### config.mk
export PLATFORM = sky130hd
export DESIGN_NAME = pcoeff_sum_accumulator
export DESIGN_NICKNAME = d
export VERILOG_FILES = /design/src/rtl/pcoeff_sum_accumulator.sv
export SDC_FILE = /design/constraint.sdc
export NUM_CORES = 1
export LEC_CHECK = 0
export CORE_MARGIN = 4
export CORE_UTILIZATION = 55
export DETAILED_ROUTE_END_ITERATION = 7
export GPL_ROUTABILITY_DRIVEN = 0
export GPL_TIMING_DRIVEN = 0
export PLACE_DENSITY_LB_ADDON = 0.08
export SYNTH_ARGS = -nofsm -noshare
export SYNTH_HDL_FRONTEND = slang
export SYNTH_SLANG_ARGS = --single-unit
export TNS_END_PERCENT = 20
### constraint.sdc
create_clock -name clk -period 8.95 [get_ports clk]
set_input_delay 1.79 -clock clk [delete_from_list [all_inputs] [get_ports clk]]
set_output_delay 1.79 -clock clk [all_outputs]
set_load 0.05 [all_outputs]
### src/rtl/pcoeff_sum_accumulator.sv
// Batch accumulator of 2^connectCount terms feeding a show-ahead output queue.
// Define PCOEFF_TERM_COUNT_EN to add a per-batch termCount output.
module pcoeff_sum_accumulator #(
    parameter int unsigned SUM_WIDTH            = 48,
    parameter int unsigned OUT_FIFO_DEPTH_LOG2  = 3,
    parameter int unsigned OUT_FIFO_ALMOST_FULL = 5
) (
    input  logic                 clk,
    input  logic                 rst,
    input  logic                 resultValid,
    input  logic [5:0]           connectCount,
    input  logic                 lastOfBatch,
    input  logic                 eccStatusIn,
    output logic                 slowDownInput,
    output logic                 sumValid,
    input  logic                 sumReady,
    output logic [SUM_WIDTH-1:0] sumOut,
    output logic                 sumOverflow,
    output logic                 eccStatus,
    output logic                 queueOverflow
`ifdef PCOEFF_TERM_COUNT_EN
    ,
    output logic [15:0]          termCount
`endif
);

    localparam int Depth = 1 << OUT_FIFO_DEPTH_LOG2;
    localparam int PtrW  = OUT_FIFO_DEPTH_LOG2 + 1;

    // S1 input register
    logic                 s1_valid_q, s1_last_q;
    logic [5:0]           s1_count_q;
    // S2 decoded term
    logic                 s2_valid_q, s2_last_q, s2_tovf_q;
    logic [SUM_WIDTH-1:0] s2_term_q, s2_term_d;
    logic                 s2_tovf_d;
    // S3 accumulator
    logic [SUM_WIDTH-1:0] acc_q, acc_d;
    logic                 bovf_q, bovf_d, bovf_next;
    logic [SUM_WIDTH:0]   acc_sum;
    // Closed-batch register feeding the queue write
    logic                 push_valid_q, push_valid_d;
    logic [SUM_WIDTH-1:0] push_sum_q, push_sum_d;
    logic                 push_ovf_q, push_ovf_d;
    // Queue
    logic [SUM_WIDTH-1:0] mem_sum_q [Depth];
    logic                 mem_ovf_q [Depth];
    logic [PtrW-1:0]      wr_ptr_q, rd_ptr_q, occ;
    logic [PtrW-2:0]      wr_idx, rd_idx;
    logic                 full, pop, push, drop;
    logic                 ecc_q, qovf_q, slow_q, slow_d;
`ifdef PCOEFF_TERM_COUNT_EN
    logic [15:0]          cnt_q, cnt_d, cnt_inc;
    logic [15:0]          push_cnt_q, push_cnt_d;
    logic [15:0]          mem_cnt_q [Depth];
`endif

    always_comb begin
        s2_term_d = '0;
        s2_tovf_d = 1'b0;
        if (32'(s1_count_q) < SUM_WIDTH) begin
            s2_term_d[s1_count_q] = 1'b1;
        end else begin
            s2_tovf_d = 1'b1;
        end
    end

    always_comb begin
        acc_sum      = {1'b0, acc_q} + {1'b0, s2_term_q};
        bovf_next    = bovf_q | acc_sum[SUM_WIDTH] | s2_tovf_q;
        acc_d        = acc_q;
        bovf_d       = bovf_q;
        push_valid_d = 1'b0;
        push_sum_d   = push_sum_q;
        push_ovf_d   = push_ovf_q;
`ifdef PCOEFF_TERM_COUNT_EN
        cnt_inc      = (cnt_q == 16'hFFFF) ? cnt_q : cnt_q + 16'd1;
        cnt_d        = cnt_q;
        push_cnt_d   = push_cnt_q;
`endif
        if (s2_valid_q) begin
            if (s2_last_q) begin
                // Close the batch; the next valid term starts a fresh sum.
                acc_d        = '0;
                bovf_d       = 1'b0;
                push_valid_d = 1'b1;
                push_sum_d   = acc_sum[SUM_WIDTH-1:0];
                push_ovf_d   = bovf_next;
`ifdef PCOEFF_TERM_COUNT_EN
                cnt_d        = '0;
                push_cnt_d   = cnt_inc;
`endif
            end else begin
                acc_d  = acc_sum[SUM_WIDTH-1:0];
                bovf_d = bovf_next;
`ifdef PCOEFF_TERM_COUNT_EN
                cnt_d  = cnt_inc;
`endif
            end
        end
    end

    always_comb begin
        occ    = wr_ptr_q - rd_ptr_q;
        full   = occ[PtrW-1];
        wr_idx = wr_ptr_q[PtrW-2:0];
        rd_idx = rd_ptr_q[PtrW-2:0];
        pop    = sumValid && sumReady;
        push   = push_valid_q && (!full || pop);
        drop   = push_valid_q && full && !pop;
        slow_d = 32'(occ) > OUT_FIFO_ALMOST_FULL;
    end

    always_ff @(posedge clk) begin
        if (rst) begin
            s1_valid_q   <= 1'b0;
            s1_last_q    <= 1'b0;
            s1_count_q   <= '0;
            s2_valid_q   <= 1'b0;
            s2_last_q    <= 1'b0;
            s2_tovf_q    <= 1'b0;
            s2_term_q    <= '0;
            acc_q        <= '0;
            bovf_q       <= 1'b0;
            push_valid_q <= 1'b0;
            push_sum_q   <= '0;
            push_ovf_q   <= 1'b0;
            wr_ptr_q     <= '0;
            rd_ptr_q     <= '0;
            ecc_q        <= 1'b0;
            qovf_q       <= 1'b0;
            slow_q       <= 1'b0;
            for (int i = 0; i < Depth; i++) begin
                mem_sum_q[i] <= '0;
                mem_ovf_q[i] <= 1'b0;
`ifdef PCOEFF_TERM_COUNT_EN
                mem_cnt_q[i] <= '0;
`endif
            end
`ifdef PCOEFF_TERM_COUNT_EN
            cnt_q      <= '0;
            push_cnt_q <= '0;
`endif
        end else begin
            s1_valid_q   <= resultValid;
            s1_last_q    <= lastOfBatch;
            s1_count_q   <= connectCount;
            s2_valid_q   <= s1_valid_q;
            s2_last_q    <= s1_last_q;
            s2_tovf_q    <= s2_tovf_d;
            s2_term_q    <= s2_term_d;
            acc_q        <= acc_d;
            bovf_q       <= bovf_d;
            push_valid_q <= push_valid_d;
            push_sum_q   <= push_sum_d;
            push_ovf_q   <= push_ovf_d;
            ecc_q        <= ecc_q | eccStatusIn;
            qovf_q       <= qovf_q | drop;
            slow_q       <= slow_d;
            if (push) begin
                mem_sum_q[wr_idx] <= push_sum_q;
                mem_ovf_q[wr_idx] <= push_ovf_q;
`ifdef PCOEFF_TERM_COUNT_EN
                mem_cnt_q[wr_idx] <= push_cnt_q;
`endif
                wr_ptr_q <= wr_ptr_q + PtrW'(1);
            end
            if (pop) begin
                rd_ptr_q <= rd_ptr_q + PtrW'(1);
            end
`ifdef PCOEFF_TERM_COUNT_EN
            cnt_q      <= cnt_d;
            push_cnt_q <= push_cnt_d;
`endif
        end
    end

    assign sumValid      = (wr_ptr_q != rd_ptr_q);
    assign sumOut        = mem_sum_q[rd_idx];
    assign sumOverflow   = mem_ovf_q[rd_idx];
    assign eccStatus     = ecc_q;
    assign queueOverflow = qovf_q;
    assign slowDownInput = slow_q;
`ifdef PCOEFF_TERM_COUNT_EN
    assign termCount     = mem_cnt_q[rd_idx];
`endif

endmodule
==> impl_summary.log <==
INFO  metric cts_made_buffers = 58
INFO  metric worst_vdd_drop = 0.142 mV
INFO  metric grt_start_max_net_pins = 50
INFO  metric post-route-period-util = 0.666
INFO  metric detail_route.drc_violations = 0
INFO  metric grt_pass1_vias = 16.9k
INFO  metric rsz_0062_raised_after_global_routing = no
INFO  metric post-route-cell-area = 29400 sq um
INFO  metric ys_ff_latch = 564
INFO  metric worst_setup_path_start_kind = flop
INFO  metric groute.usage.overall = 0.265
INFO  metric power_density = 188 nW/um^2
INFO  metric cp_cell_sequence = clkbuf_1 -> buf_2 -> buf_1 -> mux4_2 -> mux2_2 -> clkdlybuf4s50_1
INFO  metric yosysSeqAreaShare = 0.589
INFO  metric report.final.slew_viol_count = 0
INFO  metric run_status = completed
INFO  metric post_cts.repair.setup_buffers = 0
INFO  metric finalNonFillerCells = 2815
INFO  metric synth.yosys.warnings = 0
INFO  metric post_synth_inst_count = 2028
INFO  metric upper_clock_frequency_limit = 168 MHz
INFO  metric finalClockSkew = 32.0 ps
INFO  metric placement.io_buffers = 64
INFO  metric drtAntennaViolNets = 0
INFO  metric dp_slack = 3180 ps
INFO  metric synth_area_per_cell = 12.7 sq um
INFO  metric timing.critical_path.fanout_max = 10
INFO  metric placedCellCount = 2706
INFO  metric synth-edff-count = 392
INFO  metric timing.critical_path.arrival = 4170 ps
INFO  metric r2r-start = wr_ptr_q[0]
INFO  metric critical_path.n_buffers_inverters = 4
INFO  metric crit_type = reg2out
INFO  metric slowest_delay = 710 ps
INFO  metric synth-main-ff-cell = sky130_fd_sc_hd__edfxtp_1
INFO  metric floorplan.rows = 79
INFO  metric worstMarginPinSlew = 1410 ps
INFO  metric clock_tree.buffer_depth = 3
INFO  metric avgViaCountPerCell = 5.95
INFO  metric max-slew-margin-rel = 0.0496
INFO  metric drt_iter0_drcs = 1561
INFO  metric cpLargestDelayFamily = buffers and inverters
INFO  metric postRouteWirelength = 66.5 mm
INFO  metric flow.area_growth_from_synthesis = 13.8%
INFO  metric slowest_stage = sky130_fd_sc_hd__clkdlybuf4s50_1
INFO  metric drt_first_pass_iters = 7
INFO  metric h-tree-depth = 2
INFO  metric global_route.overflow_total = 0
INFO  metric core = 46500 sq um
INFO  metric p_leak = 11.1 nW
INFO  metric cts_root_buffer = sky130_fd_sc_hd__clkbuf_16
INFO  metric ctsHoldBuffers = 0
INFO  metric dpl.hpwl = 45.1 mm
INFO  metric num_vias = 16.8k
INFO  metric synth-async-reset-ratio = 0
INFO  metric timing.final.ws_setup = 2990 ps
INFO  metric die_h = 225 microns
INFO  metric post_route_cells_drive_above_1_share = 0.125
INFO  metric finalHoldViolations = 0
INFO  metric syn_nets = 2095
INFO  metric num_io_pins = 65
INFO  metric antenna_cells = 0
INFO  metric num-nets-final = 2226
INFO  metric finalSetupViolCount = 0
INFO  metric setup_tns = 0 ps
INFO  metric clock_sink_count = 564
INFO  metric shortest_clock_period_the_worst_path_allows_after_layout = 5960 ps
INFO  metric clock_edge_transition_at_the_registers_on_the_reported_setup_and_hold_paths = 60 ps
INFO  metric fp.dieW = 225 microns
INFO  metric grt_antenna_before_repair = 0
INFO  metric post_drt_wl_per_cell = 23.6 microns
INFO  metric cts_tree = built
INFO  metric cp_data_required_time = 7160 ps
INFO  metric total_of_cells_resized_after_clock_tree_synthesis = 0
INFO  metric hold_path_startpoint = s1_valid_q
INFO  metric synth_area = 25800 sq um
INFO  metric dpl-instance-area = 27400 sq um
INFO  metric hold_slack_final = 434 ps
INFO  metric grt_first_pass_wirelength = 102 mm
INFO  metric timing.hold.worst.class = reg2reg
INFO  metric clkLatencyLatePin = 630 ps
INFO  metric die-area = 50500 sq um
INFO  metric worst_setup_end_kind = output port
INFO  metric cap_violations = 0
INFO  metric yosys_cell_types = 72
INFO  metric floorplan.initialDensity = 0.556
path summary, 6_finish.rpt:
| check | end | slack [ps] | cells after the start |
|---|---|---|---|
| hold / removal | s2_valid_q | 430 | 1 |
| setup reg to reg | mem_sum_q[1][20] | 4300 | 10 |
| setup / recovery | sumOut[35] | 2990 | 6 |
| hold reg to reg | s2_valid_q | 430 | 1 |
cells in the mapped netlist (8+ instances only):
library cell,instances,area share
sky130_fd_sc_hd__mux2_2,50,0.022
sky130_fd_sc_hd__nand3_1,21,0.0041
sky130_fd_sc_hd__a31oi_1,12,0.0029
sky130_fd_sc_hd__inv_1,16,0.0023
sky130_fd_sc_hd__nor2b_1,16,0.0039
sky130_fd_sc_hd__a22oi_1,24,0.0070
sky130_fd_sc_hd__mux4_2,98,0.085
sky130_fd_sc_hd__xor2_1,23,0.0078
sky130_fd_sc_hd__nand4_1,22,0.0053
sky130_fd_sc_hd__dfxtp_1,172,0.13
sky130_fd_sc_hd__a21o_1,35,0.010
sky130_fd_sc_hd__nor2_1,131,0.019
sky130_fd_sc_hd__edfxtp_1,392,0.46
sky130_fd_sc_hd__nand2_1,133,0.019
sky130_fd_sc_hd__a22o_1,18,0.0061
sky130_fd_sc_hd__buf_1,14,0.0020
sky130_fd_sc_hd__and3_1,61,0.015
sky130_fd_sc_hd__or3_1,8,0.0019
sky130_fd_sc_hd__a211oi_1,8,0.0023
sky130_fd_sc_hd__a21oi_1,95,0.018
sky130_fd_sc_hd__o21ai_0,28,0.0054
sky130_fd_sc_hd__clkbuf_1,117,0.017
sky130_fd_sc_hd__nor3_1,13,0.0025
sky130_fd_sc_hd__xnor2_1,28,0.0095
sky130_fd_sc_hd__and2_1,348,0.084
sky130_fd_sc_hd__ha_1,53,0.026
metal layers:
layer,track usage,vias to the layer above,share of wire
li1,-,7678,-
met1,0.371,8418,0.43
met2,0.436,553,0.48
met3,0.0439,105,0.065
met4,0.0727,0,0.025
met5,0,-,0
logic make-up (layout without fill, tap and decap cells):
family,count (synthesis),after routing,synth area share
compound gates,271,271,0.0709
fa+ha+maj,55,55,0.0272
simple gates,788,788,0.166
buf+inv,149,329,0.0218
xor+xnor,51,51,0.0173
flops,564,564,0.589
mux,150,150,0.108
metrics by stage:
stage                     power, W  utilization
after detailed placement   0.00314        0.590
after global placement     0.00313        0.586
after CTS                  0.00555        0.632
after floorplan            0.00305            -
final                      0.00552        0.632
after global routing       0.00567        0.632
power breakdown:
part	internal, W	switching, W	total, W
clock network	0.00142	0.00101	0.00244
registers	0.00285	0.0000199	0.00287
logic	0.0000727	0.000148	0.000221
total	0.00434	0.00118	0.00552
state kept, by name, indices dropped and copies added (netlist names), 4 cells and up, named ones only:
name	flops
push_sum_q	48
wr_ptr_q	4
mem_sum_q	384
s2_term_q	48
mem_ovf_q	8
rd_ptr_q	4
acc_q	48
s1_count_q	6
worst register-to-register path, stage by stage, from the launching register on:
cell	delay (ps)
sky130_fd_sc_hd__dfxtp_1	490
sky130_fd_sc_hd__inv_1	120
sky130_fd_sc_hd__ha_1	310
sky130_fd_sc_hd__nand4_1	250
sky130_fd_sc_hd__nand2_1	170
sky130_fd_sc_hd__nand2_1	110
sky130_fd_sc_hd__and2_0	300
sky130_fd_sc_hd__nand2_1	150
sky130_fd_sc_hd__nor4_1	1000
sky130_fd_sc_hd__clkbuf_1	520
sky130_fd_sc_hd__or2_4	740
cell type report:
cell class / instances / area, sq um
Inverter: 16 / 62.6
Buffer: 133 / 502
Multi-Input combinational cell: 1315 / 10100
Tap cell: 607 / 759
Clock inverter: 20 / 216
Sequential cell: 564 / 15200
Fill cell: 3599 / 17100
Clock buffer: 89 / 1730
Timing Repair Buffer: 71 / 813
cells in the final DEF, fill, tap and decap left out, drive strengths merged, types with 61 or more instances in the layout:
cell type      synthesis  layout
edfxtp               392     392
and2                 351     351
clkbuf               117     206
dfxtp                172     172
nand2                133     133
nor2                 131     131
mux4                  98      98
a21oi                 96      96
clkdlybuf4s50          0      64
and3                  61      61
No activity file was read; power rests on OpenSTA's default activity.
